`src/rtl/lvds_pkg.sv`:
```
// lvds_pkg: shared constants, FSM state type and offset helper for the
// 7:1 LVDS deserializer and its frame unpacker.
package lvds_pkg;

    localparam int WORD_W  = 7;
    localparam int FRAME_W = 14;
    localparam int PAIRS   = 7;

    // Default training pattern and lock threshold.
    localparam logic [WORD_W-1:0] TRAIN_A_DEF    = 7'b1100011;
    localparam logic [WORD_W-1:0] TRAIN_B_DEF    = 7'b0011100;
    localparam int                LOCK_COUNT_DEF = 4;

    typedef enum logic [1:0] {
        HUNT,
        CHECK,
        LOCKED
    } lvds_state_t;

    // Offset advances one bit per failed frame and wraps across the
    // 14 possible frame alignments.
    function automatic logic [3:0] next_offset(input logic [3:0] off);
        return (off == 4'd13) ? 4'd0 : off + 4'd1;
    endfunction

endpackage

```
`src/rtl/lvds_frame_unpack.sv`:
```
// lvds_frame_unpack: combinational split of a 14-bit frame into two
// 7-bit words.
//   f      in  14  frame bits, f[i] = Fi (F0 earliest in time)
//   word_a out  7  first word  (A0..A6)
//   word_b out  7  second word (B0..B6)
module lvds_frame_unpack
    import lvds_pkg::*;
(
    input  logic [FRAME_W-1:0] f,
    output logic [WORD_W-1:0]  word_a,
    output logic [WORD_W-1:0]  word_b
);

    // Pair p holds {F(2p), F(2p+1)}: earlier bit in [1].
    logic [PAIRS-1:0][1:0] p;

    always_comb begin
        p = '0;
        for (int i = 0; i < PAIRS; i++)
            p[i] = {f[2*i], f[2*i+1]};
    end

    // Word A takes the first 3.5 pairs, word B the rest; P3 straddles both.
    assign word_a = {p[3][1], p[2][0], p[2][1], p[1][0], p[1][1], p[0][0], p[0][1]};
    assign word_b = {p[6][0], p[6][1], p[5][0], p[5][1], p[4][0], p[4][1], p[3][0]};

endmodule

```
`src/rtl/lvds_deserializer.sv`:
```
// lvds_deserializer: rebuilds 14-bit frames from DDR-captured bit pairs,
// searches for frame alignment using a two-word training pattern and
// delivers aligned word pairs once locked.
//   clk     in   1  bit-pair clock, rising edge
//   rst     in   1  asynchronous active-high reset
//   din     in   2  captured pair, din[1] earlier bit, din[0] later bit
//   realign in   1  pulse: drop lock and restart the search
//   word_a  out  7  first word of the latest locked frame
//   word_b  out  7  second word of the latest locked frame
//   valid   out  1  one-cycle strobe per frame while locked
//   locked  out  1  alignment achieved
//   offset  out  4  current bit offset, 0..13
module lvds_deserializer
    import lvds_pkg::*;
#(
    parameter logic [WORD_W-1:0] TRAIN_A    = TRAIN_A_DEF,
    parameter logic [WORD_W-1:0] TRAIN_B    = TRAIN_B_DEF,
    parameter int                LOCK_COUNT = LOCK_COUNT_DEF
) (
    input  logic              clk,
    input  logic              rst,
    input  logic [1:0]        din,
    input  logic              realign,
    output logic [WORD_W-1:0] word_a,
    output logic [WORD_W-1:0] word_b,
    output logic              valid,
    output logic              locked,
    output logic [3:0]        offset
);

    localparam logic [3:0] LOCK_N = 4'(LOCK_COUNT);

    logic [2:0]        phase;
    logic [27:0]       hist;
    logic [3:0]        cnt;
    lvds_state_t       state;

    logic [29:0]       win;
    logic [FRAME_W-1:0] slice, frame;
    logic [WORD_W-1:0] ua, ub;
    logic              boundary, match;

    // Newest bit sits at win[0]; offset k slides the frame k bits older.
    assign win   = {hist, din};
    assign slice = 14'(win >> offset);

    // slice[13] is the oldest bit (F0), slice[0] the newest (F13).
    always_comb begin
        frame = '0;
        for (int i = 0; i < FRAME_W; i++)
            frame[i] = slice[FRAME_W-1-i];
    end

    lvds_frame_unpack u_unpack (
        .f      (frame),
        .word_a (ua),
        .word_b (ub)
    );

    assign boundary = (phase == 3'd6);
    assign match    = (ua == TRAIN_A) && (ub == TRAIN_B);

    always_ff @(posedge clk or posedge rst) begin
        if (rst) begin
            phase  <= '0;
            hist   <= '0;
            cnt    <= '0;
            state  <= HUNT;
            offset <= '0;
            word_a <= '0;
            word_b <= '0;
            valid  <= 1'b0;
            locked <= 1'b0;
        end else begin
            phase <= boundary ? 3'd0 : phase + 3'd1;
            hist  <= {hist[25:0], din};
            valid <= 1'b0;

            // realign overrides any frame-boundary decision and output update.
            if (realign) begin
                state  <= HUNT;
                cnt    <= '0;
                locked <= 1'b0;
            end else if (boundary) begin
                case (state)
                    HUNT: begin
                        if (match) begin
                            cnt <= 4'd1;
                            if (LOCK_N == 4'd1) begin
                                state  <= LOCKED;
                                locked <= 1'b1;
                                valid  <= 1'b1;
                                word_a <= ua;
                                word_b <= ub;
                            end else begin
                                state <= CHECK;
                            end
                        end else begin
                            offset <= next_offset(offset);
                        end
                    end
                    CHECK: begin
                        if (match) begin
                            cnt <= cnt + 4'd1;
                            // The frame that completes the count is delivered.
                            if (cnt + 4'd1 == LOCK_N) begin
                                state  <= LOCKED;
                                locked <= 1'b1;
                                valid  <= 1'b1;
                                word_a <= ua;
                                word_b <= ub;
                            end
                        end else begin
                            state  <= HUNT;
                            cnt    <= '0;
                            offset <= next_offset(offset);
                        end
                    end
                    LOCKED: begin
                        valid  <= 1'b1;
                        word_a <= ua;
                        word_b <= ub;
                    end
                    default: state <= HUNT;
                endcase
            end
        end
    end

endmodule

```
`config.mk`:
```
export PLATFORM = sky130hd
export DESIGN_NAME = lvds_deserializer
export DESIGN_NICKNAME = d
export VERILOG_FILES = /design/src/rtl/lvds_pkg.sv /design/src/rtl/lvds_frame_unpack.sv /design/src/rtl/lvds_deserializer.sv
export SDC_FILE = /design/constraint.sdc
export NUM_CORES = 1
export LEC_CHECK = 0
export CORE_ASPECT_RATIO = 0.5
export CORE_UTILIZATION = 45
export DETAILED_ROUTE_END_ITERATION = 6
export PLACE_DENSITY_LB_ADDON = 0.2
export SYNTH_ARGS = -nofsm -noshare
export SYNTH_HDL_FRONTEND = slang
export SYNTH_HIERARCHICAL = 1
export SYNTH_SLANG_ARGS = --single-unit
```
`constraint.sdc`:
```
create_clock -name clk -period 4.35 [get_ports clk]
set_clock_uncertainty 0.1 [all_clocks]
set_input_delay 0.435 -clock clk [delete_from_list [all_inputs] [get_ports clk]]
set_output_delay 0.435 -clock clk [all_outputs]
set_load 0.02 [all_outputs]
```
Word level (Yosys, flattened, before mapping):

Index checks and enable logic that the tools add are counted.

* flip-flop bits (word level): 57
* latch bits: 0
* memory bits (writable): 0
* memory bits (read-only): 0
* input bits: 5
* output and inout port bits: 20
* word-level logic and storage cells: 70
* memories: 0

* add/subtract/negate cells: 3
* multiply operators: 0
* div/mod/pow operators: 0
* $lt $le $gt $ge: 0
* equal/unequal tests: 12
* shifts and indexed selects: 1
* multiplexer cells: 29
* bitwise gates (word level): 2
* reductions and logical operators: 14

Operators by type and width (count)
* $shr A30 B4 Y14: 1
* $mux W7: 4
* $pmux W7 S2: 2
* $mux W4: 5
* $reduce_and A4 Y1: 3
* $mux W2: 5
* $reduce_bool A2 Y1: 5
* $mux W1: 9
* $add A4 B1 Y4 const B: 2
* $pmux W4 S2: 1
* $eq A7 B5 Y1 const B: 1
* $eq A7 B7 Y1 const B: 1
* $ne A2 B2 Y1 const B: 3
* $pmux W2 S3: 1
* $reduce_and A5 Y1: 1
* $eq A4 B3 Y1 const B: 1
* $eq A4 B4 Y1 const B: 1
* $ne A4 B4 Y1 const B: 1
* $add A3 B1 Y3 const B: 1
* $eq A3 B3 Y1 const B: 1
* $mux W3: 1
* $ne A3 B3 Y1 const B: 1
* $reduce_and A3 Y1: 1
* $reduce_bool A3 Y1: 1
* other kinds (7): 8

Logic depth before layout (Yosys ltp):

* word-level depth: 7
* mapped depth: 15

Hierarchy:

Netlist, hierarchy kept.

By module, submodules not included
* lvds_deserializer: instances 1, cells each 251, area each 3105.5 um^2
* lvds_frame_unpack: instances 1, cells each 14, area each 105.1 um^2

Worst setup path after synthesis:

No wires, ideal clock.

* path type: register to register
* start: register offset[1]
* end: register word_a[0]
* library setup time: 125 ps
* data arrival time: 3752 ps
* required time: 4125 ps
* path slack: 373 ps
* stages on the path, launching flop included: 13
* path buffers: 5
* cell sequence: dfrtp_1 buf_2 buf_2 buf_2 mux4_2 mux4_2 buf_4 or4_4 nor4_4 nand4_2 a21oi_4 buf_12 mux2_4

* longest elaborated chain between the ends: 5
* elaborated cells between the ends (all ways): 9
* those cells by class: 3 x eq/ne; 1 x shift; 3 x mux; 2 x reduce/logical

RTL lines
* start, declared: line lvds_deserializer.sv:28 `output logic [3:0] offset`
* start signal, assigned: line lvds_deserializer.sv:99 `offset <= next_offset(offset);`
* start signal, assigned: line lvds_deserializer.sv:116 `offset <= next_offset(offset);`
* $shr A30 B4 Y14: line lvds_deserializer.sv:45 `assign slice = 14'(win >> offset);`
* named net frame[4]: line lvds_deserializer.sv:39 `logic [FRAME_W-1:0] slice, frame;`
* $eq A7 B7 Y1: line lvds_deserializer.sv:61 `assign match = (ua == TRAIN_A) && (ub == TRAIN_B);`
* $logic_and A1 B1 Y1: line lvds_deserializer.sv:61
* $ne A2 B2 Y1 (no source line)
* $reduce_and A5 Y1 (no source line)
* end signal, assigned: line lvds_deserializer.sv:93 `word_a <= ua;`
* end signal, assigned: line lvds_deserializer.sv:110 `word_a <= ua;`
* end signal, assigned: line lvds_deserializer.sv:121 `word_a <= ua;`
* end, declared: line lvds_deserializer.sv:24 `output logic [WORD_W-1:0] word_a,`

The timed path passes the listed nets, and every way through them passes these cells. The select of a mux whose other input is x is not followed.
A chain may end at the register's enable or synchronous reset.

Worst setup path in the final report:

* start: register offset[1]
* end: register word_a[3]

* longest elaborated chain between the ends: 5
* elaborated cells between the ends (all ways): 9
* those cells by class: 3 x eq/ne; 1 x shift; 3 x mux; 2 x reduce/logical

RTL lines (line)
* $shr A30 B4 Y14: lvds_deserializer.sv:45
* named net frame[8]: lvds_deserializer.sv:39
* $eq A7 B5 Y1: lvds_deserializer.sv:61
* $logic_and A1 B1 Y1: lvds_deserializer.sv:61
* $ne A2 B2 Y1 (no source line)
* $reduce_and A5 Y1 (no source line)

The timed path passes the listed nets, and every way through them passes these cells. The select of a mux whose other input is x is not followed.

==> flow_metrics.env <==
export IMPL_status="completed"
export IMPL_ir_drop_worst_case_vdd_mv=0.186
export IMPL_critical_path_max_fanout=14
export IMPL_cts_root_buf="clkbuf_16"
export IMPL_leakage_nw=1.55
export IMPL_synth_simple_area_share_pct=11.1
export IMPL_synth_compound_area_share_pct=7.21
export IMPL_post_drt_via_cell_ratio=5.54
export IMPL_power_per_standard_cell_area_nw_per_um2=648
export IMPL_fp_dieArea_um2=7500
export IMPL_drc=0
export IMPL_first_pass_grt_wire_length_mm=10.0
export IMPL_fin_nets=288
export IMPL_crit_type="flop to flop"
export IMPL_starting_density_pct=47.4
export IMPL_number_of_antenna_violations_at_the_first_check_in_global_routing=0
export IMPL_synth_flop_cell="dfrtp_1"
export IMPL_postRouteWirelength_mm=6.12
export IMPL_grt_pass1_vias=1946
export IMPL_max_slew_margin_rel_pct=60.3
export IMPL_synth_mux_area_share_pct=29.2
export IMPL_cts_made_buffers=5
export IMPL_final_hold_violation_count=0
export IMPL_drv_max_cap_violation_count=0
export IMPL_cts_htree_levels=2
export IMPL_largest_net_degree_at_the_start_of_global_routing=42
export IMPL_die_width_um=121
export IMPL_portBuffers=24
export IMPL_finalSetupViolCount=0
export IMPL_post_synth_fa_ha_maj_area_fraction_pct=2.34
export IMPL_die_height_um=61.7
export IMPL_drive_gt1_share_pct=22.3
export IMPL_fin_setup_tns_ns=0
export IMPL_min_cycle_time_layout_ns=3.87
export IMPL_wire_per_inst_um=16.5
export IMPL_ctsResizeCount=0
export IMPL_ios=25
export IMPL_via_count=2050
export IMPL_synth_ff_latch_count=56
export IMPL_core_area_um2=6780
export IMPL_cts_sinks=56
export IMPL_final_worst_path_period_share_pct=88.9
export IMPL_clock_path_buffers=2
export IMPL_achievable_frequency_mhz=259
export IMPL_p_r_area_growth_vs_syn_pct=13.1
export IMPL_cts_hold_buf=0
export IMPL_syn_area_um2=3210
export IMPL_rsz0062_at_grt="no"
export IMPL_hpwlAfterDp_mm=4.69
export IMPL_setup_worst_path_end_class="flop"
export IMPL_gp_congestion=0.837
export IMPL_post_synth_num_cell_types=42
export IMPL_antenna_violating_nets_post_route=0
export IMPL_row_count=21
export IMPL_detail_route_first_pass_iterations=4
export IMPL_postSynthCellCount=265
export IMPL_worst_slew_pin_transition_ns=0.595
export IMPL_cts_reportedPaths_clkPinSlew_ns=0.07
export IMPL_global_route_usage_total_pct=18.1
export IMPL_xor_xnor_fraction_of_synth_area_pct=0.273
export IMPL_hp_class="flop to flop"
export IMPL_setup_slack_ns=0.483
export IMPL_synth_sequential_area_ratio_pct=43.6
export IMPL_synth_top_family_by_area="multiplexers"
export IMPL_yosys_warnings=6
export IMPL_mapped_avg_cell_area_um2=12.1
export IMPL_num_antenna_cells=0
export IMPL_dp_worst_setup_slack_ns=0.457
export IMPL_critical_path_required_ns=4.43
export IMPL_worst_skew_pair_late_latency_ns=0.30
export IMPL_max_transition_viols_final=0
export IMPL_globalRoute_totalOverflow=0
export IMPL_power_total_mw=2.35
export IMPL_worst_setup_path_start_kind="flop"
export IMPL_synth_enable_flop_cells=0
export IMPL_drtIter0Drc=167
export IMPL_post_cts_setup_buffer_count=0
export IMPL_cts_tree="done"
export IMPL_cp_arrival_ns=3.95
export IMPL_syn_nets=276
export IMPL_ys_async_sr_fraction_pct=100
## critical path: stages, from the launching register on
cell and delay (ns):
dfrtp_1 0.51, buf_4 0.26, mux2i_1 0.30, mux2i_1 0.14, mux4_2 0.49, or4_4 0.57, nor4_4 0.29, nand4_2 0.17
a21oi_4 0.52, mux2_2 0.40
## power by group
group / leakage, nW / internal [mW] / total, mW / switching [mW]
Sequential: 0.695 / 0.605 / 0.705 / 0.0995
Combinational: 0.765 / 0.597 / 1.17 / 0.570
Clock: 0.0901 / 0.303 / 0.481 / 0.178
## layer usage
metal | vias to the layer above | part of all wire, % | global-route usage, %
met1 | 1030 | 53 | 26.1
met4 | 0 | 1.2 | 6.00
met5 | - | 0 | 0
met3 | 7 | 3.0 | 4.47
li1 | 974 | - | -
met2 | 39 | 43 | 27.2
## cell usage in the layout (no fill, tap or decap), types with 2 or more instances in the layout
cell type,count
nand4b_1,3
nor2_1,20
inv_1,4
and4_1,2
clkdlybuf4s50_1,24
nand2b_1,4
o21ai_0,10
buf_4,8
nand2_1,16
nand3_1,3
o21a_1,2
clkbuf_8,2
and3_1,2
clkbuf_16,5
a21oi_1,13
inv_2,2
a211oi_1,2
ha_1,6
nor2b_1,3
mux2_2,11
mux2i_1,30
nor3_1,3
mux4_2,15
nand3b_1,3
or4_4,2
dfrtp_1,56
mux2_4,11
o31ai_1,2
## layout make-up
class	instances	area, µm²
clock buffer	7	153
clock inverter	1	30.0
fill	565	3150
inverter	6	22.5
multi-input combinational	176	1610
sequential	56	1400
tap	92	115
timing repair buffer	32	300
## logic make-up (layout without fill, tap and decap cells)
kind of cell               Yosys count  count (layout)
AOI/OAI and AO/OA                   36              36
buffers and inverters               33              46
muxes                               68              68
and+or+nand+nor                     65              65
xor gates and xnor gates             1               1
adders and majority gates            6               6
DFF                                 56              56
## state kept, by name, indices dropped and copies added (netlist names)
| name | cells |
|---|---|
| cnt | 4 |
| hist | 27 |
| locked | 1 |
| offset | 4 |
| phase | 3 |
| state | 2 |
| valid | 1 |
| word_a | 7 |
| word_b | 7 |
## cells in the mapped netlist, drive strengths merged (4+ instances only)
library cell / number / area share, %
a21oi: 14 / 2.5
buf: 23 / 5.0
clkbuf: 4 / 0.47
dfrtp: 56 / 44
ha: 6 / 2.3
inv: 6 / 0.70
mux2: 23 / 9.4
mux2i: 30 / 9.4
mux4: 15 / 11
nand2: 16 / 1.9
nand2b: 4 / 0.78
nor2: 21 / 2.5
o21ai: 10 / 1.6
## path summary, 6_finish.rpt
kind | from | end | slack [ns] | cells past startpoint
max reg2reg | offset[1] | word_a[3] | 0.48 | 9
min reg2reg | hist[3] | hist[5] | 0.29 | 0
min | hist[3] | hist[5] | 0.29 | 0
max in group asynchronous | rst | hist[26] | 3.02 | 3
max | offset[1] | word_a[3] | 0.48 | 9
min in group asynchronous | rst | state[0] | 0.31 | 2
## stage by stage
stage	hold slack, ns	instance area, µm²	std cells	util, %
final	0.294	3630	370	53.6
after global routing	0.305	3630	370	53.6
after CTS	0.299	3630	370	53.6
after detailed placement	0.283	3450	362	50.9
after global placement	0.279	3450	362	50.9
after floorplan	0.265	3210	265	-
No activity file was read; power rests on OpenSTA's default activity.
